### src/rtl/mips_mc_pkg.sv
// Shared types and encodings for the multicycle MIPS control unit.
// State numbering is visible on the debug port and must stay fixed.
package mips_mc_pkg;

    typedef enum logic [3:0] {
        S_FETCH    = 4'd0,
        S_DECODE   = 4'd1,
        S_MEMADR   = 4'd2,
        S_MEMREAD  = 4'd3,
        S_MEMWB    = 4'd4,
        S_MEMWRITE = 4'd5,
        S_EXECUTE  = 4'd6,
        S_ALUWB    = 4'd7,
        S_BRANCH   = 4'd8,
        S_ADDIEX   = 4'd9,
        S_ADDIWB   = 4'd10,
        S_JUMP     = 4'd11
    } state_t;

    localparam logic [5:0] OP_RTYPE = 6'b000000;
    localparam logic [5:0] OP_LW    = 6'b100011;
    localparam logic [5:0] OP_SW    = 6'b101011;
    localparam logic [5:0] OP_BEQ   = 6'b000100;
    localparam logic [5:0] OP_ADDI  = 6'b001000;
    localparam logic [5:0] OP_J     = 6'b000010;

    localparam logic [5:0] FN_ADD = 6'b100000;
    localparam logic [5:0] FN_SUB = 6'b100010;
    localparam logic [5:0] FN_AND = 6'b100100;
    localparam logic [5:0] FN_OR  = 6'b100101;
    localparam logic [5:0] FN_SLT = 6'b101010;

    localparam logic [1:0] ALUOP_ADD   = 2'b00;
    localparam logic [1:0] ALUOP_SUB   = 2'b01;
    localparam logic [1:0] ALUOP_FUNCT = 2'b10;

    localparam logic [2:0] ALU_ADD = 3'b010;
    localparam logic [2:0] ALU_SUB = 3'b110;
    localparam logic [2:0] ALU_AND = 3'b000;
    localparam logic [2:0] ALU_OR  = 3'b001;
    localparam logic [2:0] ALU_SLT = 3'b111;

    function automatic logic op_supported(input logic [5:0] op);
        return (op == OP_LW) || (op == OP_SW) || (op == OP_RTYPE) ||
               (op == OP_BEQ) || (op == OP_ADDI) || (op == OP_J);
    endfunction

endpackage

### src/rtl/alu_decoder.sv
// Combinational ALU control: maps the FSM's ALUOp and the R-type Funct
// field onto the 3-bit ALU operation select.
module alu_decoder
    import mips_mc_pkg::*;
(
    input  logic [1:0] alu_op,
    input  logic [5:0] funct,
    output logic [2:0] alu_control
);

    always_comb begin
        alu_control = ALU_ADD;
        case (alu_op)
            ALUOP_ADD: alu_control = ALU_ADD;
            ALUOP_SUB: alu_control = ALU_SUB;
            ALUOP_FUNCT: begin
                case (funct)
                    FN_ADD:  alu_control = ALU_ADD;
                    FN_SUB:  alu_control = ALU_SUB;
                    FN_AND:  alu_control = ALU_AND;
                    FN_OR:   alu_control = ALU_OR;
                    FN_SLT:  alu_control = ALU_SLT;
                    default: alu_control = ALU_ADD;
                endcase
            end
            default: alu_control = ALU_ADD;
        endcase
    end

endmodule

### src/rtl/mips_multicycle_ctrl.sv
// Main control FSM for the multicycle MIPS datapath: state sequencing,
// Moore output decode and retired-instruction counter.
module mips_multicycle_ctrl
    import mips_mc_pkg::*;
#(
    parameter bit MEM_WAIT_EN = 1'b1,
    parameter int CNT_W       = 32
) (
    input  logic             clk,
    input  logic             reset,
    input  logic [5:0]       Op,
    input  logic [5:0]       Funct,
    input  logic             Zero,
    input  logic             MemReady,
    output logic             IorD,
    output logic             ALUSrcA,
    output logic             RegDst,
    output logic             MemtoReg,
    output logic [1:0]       ALUSrcB,
    output logic [1:0]       PCSrc,
    output logic [2:0]       ALUControl,
    output logic             IRWrite,
    output logic             PCWrite,
    output logic             Branch,
    output logic             PCEn,
    output logic             MemWrite,
    output logic             RegWrite,
    output logic             IllegalOp,
    output logic [CNT_W-1:0] InstrCount,
    output logic [3:0]       State
);

    localparam logic [CNT_W-1:0] CNT_ONE = {{(CNT_W-1){1'b0}}, 1'b1};

    state_t           state_reg;
    logic [CNT_W-1:0] count_reg;
    logic             mem_ready;

    logic       ir_write_c, pc_write_c, mem_write_c, reg_write_c;
    logic [1:0] alu_op;

    assign mem_ready = MEM_WAIT_EN ? MemReady : 1'b1;

    // Every path back to FETCH except the FETCH stall and the illegal-op
    // abort retires one instruction.
    always_ff @(posedge clk or posedge reset) begin
        if (reset) begin
            state_reg <= S_FETCH;
            count_reg <= '0;
        end else begin
            case (state_reg)
                S_FETCH: begin
                    if (mem_ready)
                        state_reg <= S_DECODE;
                end
                S_DECODE: begin
                    case (Op)
                        OP_LW, OP_SW: state_reg <= S_MEMADR;
                        OP_RTYPE:     state_reg <= S_EXECUTE;
                        OP_BEQ:       state_reg <= S_BRANCH;
                        OP_ADDI:      state_reg <= S_ADDIEX;
                        OP_J:         state_reg <= S_JUMP;
                        default:      state_reg <= S_FETCH;
                    endcase
                end
                S_MEMADR:
                    state_reg <= (Op == OP_SW) ? S_MEMWRITE : S_MEMREAD;
                S_MEMREAD: begin
                    if (mem_ready)
                        state_reg <= S_MEMWB;
                end
                S_MEMWRITE: begin
                    if (mem_ready) begin
                        state_reg <= S_FETCH;
                        count_reg <= count_reg + CNT_ONE;
                    end
                end
                S_EXECUTE: state_reg <= S_ALUWB;
                S_ADDIEX:  state_reg <= S_ADDIWB;
                S_MEMWB, S_ALUWB, S_BRANCH, S_ADDIWB, S_JUMP: begin
                    state_reg <= S_FETCH;
                    count_reg <= count_reg + CNT_ONE;
                end
                default: state_reg <= S_FETCH;
            endcase
        end
    end

    always_comb begin
        IorD        = 1'b0;
        ALUSrcA     = 1'b0;
        RegDst      = 1'b0;
        MemtoReg    = 1'b0;
        ALUSrcB     = 2'b00;
        PCSrc       = 2'b00;
        alu_op      = ALUOP_ADD;
        ir_write_c  = 1'b0;
        pc_write_c  = 1'b0;
        mem_write_c = 1'b0;
        reg_write_c = 1'b0;
        Branch      = 1'b0;
        IllegalOp   = 1'b0;
        case (state_reg)
            S_FETCH: begin
                ALUSrcB    = 2'b01;
                ir_write_c = mem_ready;
                pc_write_c = mem_ready;
            end
            S_DECODE: begin
                ALUSrcB   = 2'b11;
                IllegalOp = !op_supported(Op);
            end
            S_MEMADR: begin
                ALUSrcA = 1'b1;
                ALUSrcB = 2'b10;
            end
            S_MEMREAD: IorD = 1'b1;
            S_MEMWB: begin
                MemtoReg    = 1'b1;
                reg_write_c = 1'b1;
            end
            S_MEMWRITE: begin
                IorD        = 1'b1;
                mem_write_c = 1'b1;
            end
            S_EXECUTE: begin
                ALUSrcA = 1'b1;
                alu_op  = ALUOP_FUNCT;
            end
            S_ALUWB: begin
                RegDst      = 1'b1;
                reg_write_c = 1'b1;
            end
            S_BRANCH: begin
                ALUSrcA = 1'b1;
                alu_op  = ALUOP_SUB;
                PCSrc   = 2'b01;
                Branch  = 1'b1;
            end
            S_ADDIEX: begin
                ALUSrcA = 1'b1;
                ALUSrcB = 2'b10;
            end
            S_ADDIWB: reg_write_c = 1'b1;
            S_JUMP: begin
                PCSrc      = 2'b10;
                pc_write_c = 1'b1;
            end
            default: ;
        endcase
    end

    // Reset masks the enables combinationally so a write in flight is
    // dropped in the same cycle reset rises.
    assign IRWrite  = ir_write_c  & ~reset;
    assign PCWrite  = pc_write_c  & ~reset;
    assign MemWrite = mem_write_c & ~reset;
    assign RegWrite = reg_write_c & ~reset;
    assign PCEn     = (pc_write_c | (Branch & Zero)) & ~reset;

    assign InstrCount = count_reg;
    assign State      = state_reg;

    alu_decoder u_alu_decoder (
        .alu_op      (alu_op),
        .funct       (Funct),
        .alu_control (ALUControl)
    );

endmodule

### config.mk
export PLATFORM = sky130hd
export DESIGN_NAME = mips_multicycle_ctrl
export DESIGN_NICKNAME = d
export VERILOG_FILES = /design/src/rtl/mips_mc_pkg.sv /design/src/rtl/alu_decoder.sv /design/src/rtl/mips_multicycle_ctrl.sv
export SDC_FILE = /design/constraint.sdc
export NUM_CORES = 1
export LEC_CHECK = 0
export BUFFER_PORTS_ARGS = -buffer_cell sky130_fd_sc_hd__buf_2
export CORE_ASPECT_RATIO = 1.25
export CORE_MARGIN = 2
export CORE_UTILIZATION = 40
export DETAILED_ROUTE_END_ITERATION = 6
export PLACE_DENSITY_LB_ADDON = 0.12
export SLEW_MARGIN = 15
export SYNTH_ARGS = -nofsm -noshare
export SYNTH_HDL_FRONTEND = slang
export SYNTH_SLANG_ARGS = --single-unit
### constraint.sdc
create_clock -name clk -period 2.4 [get_ports clk]
set_input_delay 0.48 -clock clk [delete_from_list [all_inputs] [get_ports clk]]
set_output_delay 0.48 -clock clk [all_outputs]
set_load 0.03 [all_outputs]
==> flow_summary.toml, run 1 <==
[run_status]
outcome = "complete, no violations"

[timing]
fmax_mhz = 429
fin_crit_sh_pct = 97.1
holdWs_ns = 0.373
finalSetupViolations = 0
worstMarginPinSlew_ns = 0.518
hold_violations = 0
finClkSkew_ns = 0.00800
slew_headroom_pct = 65.2
final-max-slew-violation-count = 0
setup_tns_ns = 0
fin_ws_ns = 0.0693
layout_min_cycle_time_ns = 2.33

[floorplan]
die_h_um = 86.7
core-area_um2 = 5370
start_util_pct = 40.8
rows = 30
die_area_um2 = 6080
die_w_um = 70.2
io_pins = 70

[power]
pwr-share-seq_pct = 34.7
intPower_mw = 1.17
irDropWorstVdd_uv = 416
clkPwrFrac_pct = 19.7
swShare_pct = 43.4
total_power_mw = 2.07
power_density_nw_per_um2 = 746
p_leak_nw = 1.34
p_sw_uw = 901
combinationalPowerShare_pct = 45.6

[cts]
path_clk_slew_ns = 0.07
ctsHoldBuffers = 0
cts_max_level = 2
postCtsSetupBuffers = 0
worstSkewPairLatency_ns = 0.29
cts_root_buf = "clkbuf_8"
cts.sinks = 36
cts_tree = "built"
cts_buffers = 5
clockBufferDepth = 2

[global_routing]
first_global_vias = 1829
grt_max_degree = 37
grt_usage_pct = 17.1
grt-ovfl-total = 0
antenna_found_initial = 0
grt_pass1_wl_um = 8400

[placed_design]
post-dp-hpwl_um = 3880
port_buffers = 69
place.gp.congestion = 0.794
placedCellCount = 359
post-place-ws_ns = 0.216
postPlaceCellArea_um2 = 2660

[synth]
synth_cells = 226
synthesis.nets = 246
syn_area_per_cell_um2 = 9.68
ys.flop_type = "dfrtp_1"
synth-seq-cells = 36
seq_area_frac_synth_pct = 41.2
synth.distinct_cells = 46
ys_warn_count = 0
syn_area_um2 = 2190
synth_edf_count = 0
async_flop_share_pct = 100

[final_layout]
utilization_pct = 51.8
n_fill_cell = 538
drive_above_1_share_pct = 36.4
mostFrequentLayoutCells = "66 x buf_2, 36 x dfrtp_1, 26 x xnor2_1, 19 x nand2_1, 19 x nor2_1"
final_cells = 366
design_area_um2 = 2780
diodes = 0
finalNetCount = 322
mostFrequentLayoutCell = "buf_2"
area_delta_synth_final_pct = 27.1

[routing]
wl_um = 5120
routedWlPerCell_um = 14.0
drtPass1Iterations = 4
via_per_inst = 5.31
drt_iter0_markers = 57
ant_nets = 0
vias = 1945
drc_errors = 0

[worst_setup_path]
required_ns = 1.92
crit_type = "flip-flop to output pin"
arrival_ns = 1.85
crit_path_end_kind = "output pin"
critPathMaxFanout = 5
cp-start-kind = "flip-flop"

[run]
maxCapViolations = 0

[hold_path]
hold_class = "input port to asynchronous set/reset pin"
[final cells by class]
class / count / area (µm²) / area share [%]
clock buffer: 6 / 72.6 / 2.61
clock inverter: 1 / 5.00 / 0.180
inverter: 11 / 41.3 / 1.48
multi-input combinational: 171 / 1260 / 45.5
sequential: 36 / 901 / 32.4
tap: 64 / 80.1 / 2.88
timing repair buffer: 77 / 417 / 15.0
[timing repair]
action,4_1_cts,5_1_grt
endpoints found under the hold margin,0,0
pin swaps,1,1
setup endpoints to repair,2,4
gates resized for setup,3,11
[Yosys cell counts (all sizes together) (2+ instances only)]
master	number	area share [%]
dfrtp	36	41
xnor2	26	10
nor2	24	4.2
nand2	22	4.1
inv	11	1.9
nand3	11	2.5
nand4	11	3.1
and3	9	2.6
nor4	8	4.3
xor2	8	3.2
buf	6	1.9
nor3	6	1.4
o21ai	6	1.4
and4	4	1.7
ha	4	2.3
nand2b	4	1.5
o211ai	4	2.0
a31oi	3	0.86
a2111oi	2	1.7
a21oi	2	0.46
clkbuf	2	0.34
nor2b	2	0.57
[cell families after synthesis]
logic type	count (synthesis)	share of synthesized area, %
xor+xnor	34	13.6
compound gates	26	10.5
mux	1	0.515
buf+inv	19	4.12
fa+ha+maj	4	2.29
flops	36	41.2
simple gates	106	27.8
[sequential cells by signal (all words and copies together) (netlist names)]
register,count
InstrCount,32
State,4
[path summary, 6_finish.rpt]
kind | from | end | slack, ns | depth (start not counted)
min reg2reg | InstrCount[28]$_DFFE_PP0P_ | InstrCount[28]$_DFFE_PP0P_ | 0.49 | 1
max | State[3]$_DFFE_PP0P_ | ALUControl[0] | 0.07 | 7
max reg2reg | State[2]$_DFFE_PP0P_ | InstrCount[28]$_DFFE_PP0P_ | 0.45 | 6
min in group clk | InstrCount[28]$_DFFE_PP0P_ | InstrCount[28]$_DFFE_PP0P_ | 0.49 | 1
min | reset | InstrCount[25]$_DFFE_PP0P_ | 0.37 | 3
max in group asynchronous | reset | InstrCount[3]$_DFFE_PP0P_ | 1.71 | 3
[worst max-delay path, stage by stage, from the launching register on]
cell and delay (ns):
dfrtp_1 0.38, inv_1 0.14, nand2_2 0.11, nor2_4 0.12
ha_4 0.22, nand3b_1 0.26, nor2_4 0.14, clkbuf_4 0.18
[layer usage]
| metal | vias up | routed length [µm] | track usage, % |
|---|---|---|---|
| met5 | - | 0 | 0 |
| met1 | 935 | 2170 | 21.0 |
| met4 | 0 | 106 | 6.82 |
| met2 | 59 | 2570 | 29.4 |
| met3 | 10 | 272 | 3.84 |
| li1 | 941 | - | - |
[power groups by stage]
stage	clock network, mW	logic [mW]	registers, mW
after floorplan	0	0.588	0.812
after global placement	0	0.923	0.723
after detailed placement	0	0.922	0.726
after CTS	0.416	0.930	0.714
after global routing	0.443	1.02	0.727
final	0.409	0.946	0.720
Note: power is estimated with default switching activity, not from simulation.
==> run 2: changes to the inputs <==
--- a/config.mk
+++ b/config.mk
@@ -11,6 +11,7 @@
 export CORE_UTILIZATION = 40
 export DETAILED_ROUTE_END_ITERATION = 6
 export PLACE_DENSITY_LB_ADDON = 0.12
+export REMOVE_ABC_BUFFERS = 1
 export SLEW_MARGIN = 15
 export SYNTH_ARGS = -nofsm -noshare
 export SYNTH_HDL_FRONTEND = slang
==> run 2 against run 1 <==
Routed wire length grew 2.7%. Via count grew 0.41%. Flip-flop and latch count is the same. Sequential power grew 0.7%. Clock skew is essentially flat. Critical endpoint is now RegWrite. Cell count grew 1.9%. Power grew 5.4%. Combinational power is essentially flat. Die area is the same. Count of clock-buffer cells in the layout is the same.
==> flow_summary.toml, run 2 (synthesis gave the netlist of run 1 again) <==
[run_status]
outcome = "complete, no violations"

[routing]
ant_nets = 0
drt_iter0_markers = 67
drc_errors = 0
routedWlPerCell_um = 14.1
via_per_inst = 5.24
vias = 1953
drtPass1Iterations = 6
wl_um = 5260

[power]
irDropWorstVdd_uv = 504
p_leak_nw = 1.38
power_density_nw_per_um2 = 781

[final_layout]
mostFrequentLayoutCell = "buf_2"
area_delta_synth_final_pct = 28.1
design_area_um2 = 2800
finalNetCount = 328
diodes = 0
drive_above_1_share_pct = 36.6
mostFrequentLayoutCells = "66 x buf_2, 34 x dfrtp_1, 26 x xnor2_1, 21 x nand2_1, 20 x nor2_1"
largest_reg_flops = 32

[floorplan]
core-area_um2 = 5370
io_pins = 70
die_w_um = 70.2
die_h_um = 86.7
die_area_um2 = 6080
rows = 30
start_util_pct = 40.8

[timing]
rsz0062_at_grt = "true"
fin_ws_ns = 0.0682
fmax_mhz = 429
finalSetupViolations = 0
finClkSkew_ns = 0.00795
hold_violations = 0
setup_tns_ns = 0
fin_crit_sh_pct = 97.2
layout_min_cycle_time_ns = 2.33
worstMarginPinSlew_ns = 0.450
slew_headroom_pct = 69.2
final-max-slew-violation-count = 0

[cts]
worstSkewPairLatency_ns = 0.29
cts.sinks = 36
path_clk_slew_ns = 0.07
cts_tree = "built"
clockBufferDepth = 2
cts_max_level = 2
cts_root_buf = "clkbuf_8"
cts_buffers = 5

[worst_setup_path]
cp-start-kind = "flip-flop"
crit_path_end_kind = "output pin"
cp_slowest_cell = "dfrtp_1"
required_ns = 1.92
worst-path-buf-inv = 2
cp_top_family = "simple AND/OR/NAND/NOR gates"
r2r_setup_slack_ns = 0.31
cp_cell_sequence = "buf_4, nand2b_1, and3_1, a31oi_1, nor2_1, buf_2"
arrival_ns = 1.85
critPathMaxFanout = 9
cpPeakStageDelay_ns = 0.40
crit_type = "flip-flop to output pin"

[placed_design]
post-place-ws_ns = 0.305
postPlaceCellArea_um2 = 2630
post-dp-hpwl_um = 3850
place.gp.congestion = 0.807
port_buffers = 69

[global_routing]
first_global_vias = 1901
grt_pass1_wl_um = 8690
grt_usage_pct = 17.6
grt_max_degree = 37
antenna_found_initial = 0
grt-ovfl-total = 0

[run]
maxCapViolations = 0

[hold_path]
hold_class = "input port to asynchronous set/reset pin"
## run 2: cell count changes in the layout (fill, tap and decap cells not counted), sizes merged
cell    change
bufinv      +1
clkbuf      -1
buf         +7
## run 2: power breakdown
group	leakage (nW)	switching, mW	total (mW)	internal (mW)
Combinational	0.837	0.616	0.945	0.328
Sequential	0.486	0.0667	0.725	0.659
Clock	0.0552	0.210	0.518	0.308
## run 2: cell type report
cell class / instances / area, µm²
tap: 64 / 80.1
multi-input combinational: 171 / 1210
inverter: 11 / 41.3
sequential: 36 / 903
clock inverter: 2 / 35.0
fill: 522 / 2560
timing repair buffer: 83 / 458
clock buffer: 6 / 72.6
## run 2: timing repair
action	in CTS	in global routing
pin swaps	1	3
buffers inserted	2	4
endpoints found under the setup margin	2	5
gates resized for setup	2	10
hold buffers	0	0
## run 2: layer usage
metal | vias up | global-route usage (%) | share of wire [%]
met1 | 903 | 21.6 | 44
met5 | - | 0 | 0
li1 | 954 | - | -
met2 | 79 | 30.3 | 47
met4 | 0 | 7.17 | 2.5
met3 | 17 | 3.72 | 6.1
## run 2: stage by stage
step	std cells	utilization, %	power, mW	hold slack, ns
after global routing	373	52.2	2.31	0.438
after global placement	359	48.9	1.62	0.454
after CTS	369	51.3	2.17	0.383
after detailed placement	359	48.9	1.62	0.468
after floorplan	218	-	1.35	0.577
final	373	52.2	2.19	0.374
## run 2: worst paths after layout
check	startpoint	end	depth (start not counted)
max	State[1]$_DFFE_PP0P_	RegWrite	6
min	reset	State[1]$_DFFE_PP0P_	3
max reg2reg	State[1]$_DFFE_PP0P_	InstrCount[26]$_DFFE_PP0P_	7
min reg2reg	InstrCount[31]$_DFFE_PP0P_	InstrCount[31]$_DFFE_PP0P_	1
max in group asynchronous	reset	State[0]$_DFFE_PP0P_	3
min in group clk	InstrCount[31]$_DFFE_PP0P_	InstrCount[31]$_DFFE_PP0P_	1
## run 2: worst register-to-register path, stage by stage, from the launching register on
cell,delay (ns)
dfrtp_1,0.38
buf_4,0.13
nand2b_1,0.36
buf_4,0.21
o211ai_4,0.08
a2111oi_4,0.48
and3_1,0.24
xor2_1,0.14
